**src/rtl/sync_fifo_ctrl_mem_if.sv**
```systemverilog
// Write/read handshake and status bundle for the single-clock FIFO.
// The master side drives requests; the slave side (the FIFO) returns data and status.
interface sync_fifo_ctrl_mem_if #(
    parameter int DATASIZE = 8,
    parameter int ADDRSIZE = 4
);
    logic                winc;
    logic [DATASIZE-1:0] wdata;
    logic                wfull;
    logic                walmost_full;
    logic                rinc;
    logic [DATASIZE-1:0] rdata;
    logic                rvalid;
    logic                rempty;
    logic                ralmost_empty;
    logic [ADDRSIZE:0]   count;
    logic                overflow;
    logic                underflow;

    modport master (
        output winc, wdata, rinc,
        input  wfull, walmost_full, rdata, rvalid, rempty, ralmost_empty,
               count, overflow, underflow
    );

    modport slave (
        input  winc, wdata, rinc,
        output wfull, walmost_full, rdata, rvalid, rempty, ralmost_empty,
               count, overflow, underflow
    );
endinterface

```
**src/rtl/sync_fifo_ctrl_mem.sv**
```systemverilog
// Single-clock FIFO: storage array, binary pointers, occupancy count,
// registered status flags, registered read port and sticky error flags.
module sync_fifo_ctrl_mem #(
    parameter int DATASIZE     = 8,
    parameter int ADDRSIZE     = 4,
    parameter int AFULL_LEVEL  = 14,
    parameter int AEMPTY_LEVEL = 2
) (
    input  logic                  clk,
    input  logic                  rst,
    sync_fifo_ctrl_mem_if.slave   fifo
);
    localparam int DEPTH = 2 ** ADDRSIZE;
    localparam logic [ADDRSIZE:0] DEPTH_C  = (ADDRSIZE+1)'(DEPTH);
    localparam logic [ADDRSIZE:0] AFULL_C  = (ADDRSIZE+1)'(AFULL_LEVEL);
    localparam logic [ADDRSIZE:0] AEMPTY_C = (ADDRSIZE+1)'(AEMPTY_LEVEL);

    logic [DATASIZE-1:0] mem [DEPTH];

    logic [ADDRSIZE-1:0] wptr_q, rptr_q;
    logic [ADDRSIZE:0]   count_q, count_d;
    logic [DATASIZE-1:0] rdata_q;
    logic                rvalid_q;
    logic                wfull_q, rempty_q, afull_q, aempty_q;
    logic                ovf_q, udf_q;
    logic                wr_ok, rd_ok;

    // Acceptance looks only at registered flags, never at the opposite request.
    assign wr_ok = fifo.winc & ~wfull_q;
    assign rd_ok = fifo.rinc & ~rempty_q;

    always_comb begin
        count_d = count_q;
        if (wr_ok && !rd_ok) begin
            count_d = count_q + 1'b1;
        end else if (rd_ok && !wr_ok) begin
            count_d = count_q - 1'b1;
        end
    end

    // Storage is deliberately left out of reset.
    always_ff @(posedge clk) begin
        if (wr_ok && !rst) begin
            mem[wptr_q] <= fifo.wdata;
        end
    end

    always_ff @(posedge clk) begin
        if (rst) begin
            wptr_q   <= '0;
            rptr_q   <= '0;
            count_q  <= '0;
            rdata_q  <= '0;
            rvalid_q <= 1'b0;
            wfull_q  <= 1'b0;
            rempty_q <= 1'b1;
            afull_q  <= (AFULL_LEVEL == 0);
            aempty_q <= 1'b1;
            ovf_q    <= 1'b0;
            udf_q    <= 1'b0;
        end else begin
            if (wr_ok) begin
                wptr_q <= wptr_q + 1'b1;
            end
            rvalid_q <= rd_ok;
            if (rd_ok) begin
                rdata_q <= mem[rptr_q];
                rptr_q  <= rptr_q + 1'b1;
            end
            count_q  <= count_d;
            // Flags come from the next count so they move on the same edge as count.
            wfull_q  <= (count_d == DEPTH_C);
            rempty_q <= (count_d == '0);
            afull_q  <= (count_d >= AFULL_C);
            aempty_q <= (count_d <= AEMPTY_C);
            if (fifo.winc && wfull_q) begin
                ovf_q <= 1'b1;
            end
            if (fifo.rinc && rempty_q) begin
                udf_q <= 1'b1;
            end
        end
    end

    assign fifo.rdata         = rdata_q;
    assign fifo.rvalid        = rvalid_q;
    assign fifo.count         = count_q;
    assign fifo.wfull         = wfull_q;
    assign fifo.rempty        = rempty_q;
    assign fifo.walmost_full  = afull_q;
    assign fifo.ralmost_empty = aempty_q;
    assign fifo.overflow      = ovf_q;
    assign fifo.underflow     = udf_q;
endmodule

```
**src/flat_wrapper.sv**
```systemverilog
// flat-port wrapper written by rule: the top's interface ports become plain ports
module sync_fifo_ctrl_mem_flat 
#(
    parameter int DATASIZE     = 8,
    parameter int ADDRSIZE     = 4,
    parameter int AFULL_LEVEL  = 14,
    parameter int AEMPTY_LEVEL = 2
)
  (clk, rst, fifo_winc, fifo_wdata, fifo_rinc, fifo_wfull, fifo_walmost_full, fifo_rdata, fifo_rvalid, fifo_rempty, fifo_ralmost_empty, fifo_count, fifo_overflow, fifo_underflow);
  sync_fifo_ctrl_mem_if #(.DATASIZE(DATASIZE), .ADDRSIZE(ADDRSIZE)) fifo_i ();
  input  logic clk;
  input  logic rst;
  input wire logic [$bits(fifo_i.winc)-1:0] fifo_winc;
  input wire logic [$bits(fifo_i.wdata)-1:0] fifo_wdata;
  input wire logic [$bits(fifo_i.rinc)-1:0] fifo_rinc;
  output wire logic [$bits(fifo_i.wfull)-1:0] fifo_wfull;
  output wire logic [$bits(fifo_i.walmost_full)-1:0] fifo_walmost_full;
  output wire logic [$bits(fifo_i.rdata)-1:0] fifo_rdata;
  output wire logic [$bits(fifo_i.rvalid)-1:0] fifo_rvalid;
  output wire logic [$bits(fifo_i.rempty)-1:0] fifo_rempty;
  output wire logic [$bits(fifo_i.ralmost_empty)-1:0] fifo_ralmost_empty;
  output wire logic [$bits(fifo_i.count)-1:0] fifo_count;
  output wire logic [$bits(fifo_i.overflow)-1:0] fifo_overflow;
  output wire logic [$bits(fifo_i.underflow)-1:0] fifo_underflow;
  assign fifo_i.winc = fifo_winc;
  assign fifo_i.wdata = fifo_wdata;
  assign fifo_i.rinc = fifo_rinc;
  assign fifo_wfull = fifo_i.wfull;
  assign fifo_walmost_full = fifo_i.walmost_full;
  assign fifo_rdata = fifo_i.rdata;
  assign fifo_rvalid = fifo_i.rvalid;
  assign fifo_rempty = fifo_i.rempty;
  assign fifo_ralmost_empty = fifo_i.ralmost_empty;
  assign fifo_count = fifo_i.count;
  assign fifo_overflow = fifo_i.overflow;
  assign fifo_underflow = fifo_i.underflow;
  sync_fifo_ctrl_mem #(.DATASIZE(DATASIZE), .ADDRSIZE(ADDRSIZE), .AFULL_LEVEL(AFULL_LEVEL), .AEMPTY_LEVEL(AEMPTY_LEVEL)) u_core (.clk(clk), .rst(rst), .fifo(fifo_i));
endmodule
```
**config.mk**
```make
export PLATFORM = sky130hd
export DESIGN_NAME = sync_fifo_ctrl_mem_flat
export DESIGN_NICKNAME = d
export VERILOG_FILES = /design/src/rtl/sync_fifo_ctrl_mem_if.sv /design/src/rtl/sync_fifo_ctrl_mem.sv /design/src/flat_wrapper.sv
export SDC_FILE = /design/constraint.sdc
export NUM_CORES = 1
export LEC_CHECK = 0
export ABC_AREA = 1
export ABC_CLOCK_PERIOD_IN_PS = 2700
export CORE_ASPECT_RATIO = 1.25
export CORE_MARGIN = 1
export CORE_UTILIZATION = 33
export DETAILED_ROUTE_END_ITERATION = 10
export SLEW_MARGIN = 20
export SYNTH_ARGS = -nofsm -noshare
export SYNTH_HDL_FRONTEND = slang
export SYNTH_SLANG_ARGS = --single-unit
```
**constraint.sdc**
```tcl
create_clock -name clk -period 2.7 [get_ports clk]
set_input_delay 0.405 -clock clk [delete_from_list [all_inputs] [get_ports clk]]
set_output_delay 0.405 -clock clk [all_outputs]
set_load 0.005 [all_outputs]
```
==> metrics <==
Synth Flop Type edfxtp_1; worst hold slack approximately 0.47 ns; unrepaired setup endpoints after global routing no; worst-skew pair later-pin latency between 0.4 and 0.5 ns; pin count of the biggest net entering global routing 67; Final ANT Viol Nets 0; register area share after synthesis 67.4%; H-tree Lvls 4; clk sink count 156; FF-to-FF path depth 9; Synth top area share 58.8%; GR Util All Layers roughly 16%; cell taking the most area after synthesis edfxtp_1; # hold bufs at CTS 0; Post-Synthesis Cells 623; Post-synth ARST share 0%; Synth cell types 28; Die ar. just over 20000 µm²; Critical Path Sink Type primary output; setup repair bufs after CTS 0; CP delay by family, top buffers and inverters; f_max roughly 550 MHz; cell area after synthesis roughly 6500 µm²; crit path launch type register; DP HPWL 9640 µm; ranking of synthesized cells by area edfxtp_1 59%, nand2_1 11%, nand3_1 9.0%; CP bufs+invs 1; Placement Setup Slack between 0.5 and 0.6 ns; slowest CP cell clkdlybuf4s50_1; status complete, no violations; DRC 0; CTS max path bufs 2; DRT Pass-1 Iters 5; Hold Vio Cnt, Final 0; synthesized area per cell approximately 10 µm²; Synth Warn # 0; CTS tree yes; max_cap viols 0; synth-to-layout area growth 20.6%; final worst slack between 0.8 and 0.9 ns; CTS clock-pin slew for the worst setup and hold paths 0.06 ns; CTS Buf Count 17; Antenna diodes 0; wirelength, routed about 15000 µm; Pwr Total ~6200 µW; Yosys reg bits about 160; post-CTS sizing 0; CP peak stage delay 0.55 ns; worst-path cell chain clkdlybuf4s50_1; Vias around 4400; Die X-Extent 128 µm; syn nets between 600 and 700; clk_skew around 0.013 ns; gr ovfl total 0; Final Max Slew Viols 0; first-pass GRT wire length around 24000 µm; P per Cell Area around 800 nW/µm²; Worst VDD drop ~370 µV; leakage power between 0.003 and 0.004 µW; Initial Util about a third; hold path depth 2; Clock Root Buffer clkbuf_16; relative slew slack 48.5%; Fin Setup TNS 0 ns; Synth top cells by count 187 x nand2_1, 128 x edfxtp_1, 117 x nand3_1; Filler Cell Count approximately 1900; Slew @ Worst Pin about 0.77 ns; Die Height 159 µm; Worst Hold Class reg2reg; initial antenna violation count 0; IO Count 32; min Tclk post-route between 1.5 and 2 ns; Nets between 600 and 700; row count 57; core area roughly 19000 µm²; wire per inst between 15 and 20 µm; placer congestion estimate 0.805; Crit path depth 1; number of global-route vias before repair 4350; fin crit share 66.9%; IO buf count 31; Via-to-Cell Ratio 4.63; kind of critical path reg2out; Post-synth EDFFs about 130; most common cell in the netlist nand2_1; share of layout cells above drive strength 1 a little under an eighth; Worst EP required 2.30 ns; DR iter-0 viols 373; critical path peak fanout 6; Final setup viols 0; Critical Path AT between 1 and 1.5 ns
worst reg2reg max path, cell delays in order, from the launching register on:
cell     delay [ns]
dfxtp_2        0.33
buf_4          0.53
nand2_1        0.18
nand3_1        0.14
nand3_1        0.10
nand2_1        0.11
nand2_1        0.11
nand2_1        0.09
o21ai_1        0.05
inv_1          0.05
placed cells by master, fill, tap and decap left out, types with 7 or more instances in the layout:
| cell type | netlist | final |
|---|---|---|
| nand3_1 | 117 | 117 |
| inv_1 | 26 | 26 |
| dfxtp_1 | 28 | 27 |
| o21ai_1 | 8 | 8 |
| ha_1 | 7 | 7 |
| clkdlybuf4s50_1 | 0 | 31 |
| nor2_1 | 43 | 43 |
| edfxtp_1 | 128 | 128 |
| clkbuf_16 | 0 | 21 |
| buf_4 | 3 | 30 |
| nand2_1 | 187 | 187 |
| a21oi_1 | 17 | 17 |
final cells by class:
cell class                      count  area (µm²)  area share (%)
Clock inverter                      6        61.3           0.778
Timing Repair Buffer               62         556            7.05
Multi-Input combinational cell    403        1830            23.3
Tap cell                          265         332            4.21
Inverter                           32         120            1.52
Clock buffer                       26         574            7.29
Sequential cell                   156        4410            55.9
through the flow:
step | instance area (µm²) | std cells | utilization [%]
2_1_floorplan | 6540 | 623 | -
3_3_place_gp | 7250 | 918 | 37.4
3_5_place_dp | 7250 | 918 | 37.4
4_1_cts | 7880 | 950 | 40.6
5_1_grt | 7880 | 950 | 40.6
6_report | 7880 | 950 | 40.6
state kept, by name, indices dropped and copies added, names as in the netlist:
| name | flops |
|---|---|
| u_core.mem | 128 |
| u_core.fifo.rdata | 8 |
| u_core.fifo.count | 5 |
| u_core.rptr_q | 4 |
| u_core.wptr_q | 4 |
| u_core.fifo.overflow | 1 |
| u_core.fifo.ralmost_empty | 1 |
| u_core.fifo.rempty | 1 |
| u_core.fifo.rvalid | 1 |
| u_core.fifo.underflow | 1 |
| u_core.fifo.walmost_full | 1 |
| u_core.fifo.wfull | 1 |
power by group:
part | total [µW] | switching (µW) | internal [µW] | leakage [µW]
sequential | 2750 | 61.0 | 2690 | 0.00138
combinational | 974 | 610 | 364 | 0.00131
clock | 2450 | 879 | 1570 | 0.000319
kinds of logic after synthesis:
family	Yosys count	share of synthesized area (%)
buf+inv	64	4.56
xor+xnor	3	0.402
simple gates	365	24.2
flops	156	67.4
compound gates	28	2.14
fa+ha+maj	7	1.34
final timing paths:
kind | from | slack, ns | to
setup / recovery | u_core.fifo.count[1]$_SDFF_PP0_ | 0.89 | fifo_count[1]
hold / removal | u_core.fifo.underflow$_SDFFE_PP0P_ | 0.47 | u_core.fifo.underflow$_SDFFE_PP0P_
setup reg to reg | u_core.rptr_q[0]$_SDFFE_PP0P_ | 0.94 | u_core.fifo.rdata[5]$_SDFFE_PP0P_
hold reg to reg | u_core.fifo.underflow$_SDFFE_PP0P_ | 0.47 | u_core.fifo.underflow$_SDFFE_PP0P_
metal layers:
| layer | wire [µm] | global-route usage (%) |
|---|---|---|
| met1 | 6700 | 20.5 |
| met2 | 7080 | 24.9 |
| met3 | 683 | 3.90 |
| met4 | 452 | 8.24 |
| met5 | 0 | 0 |
Power figures use the tool's default switching activity.
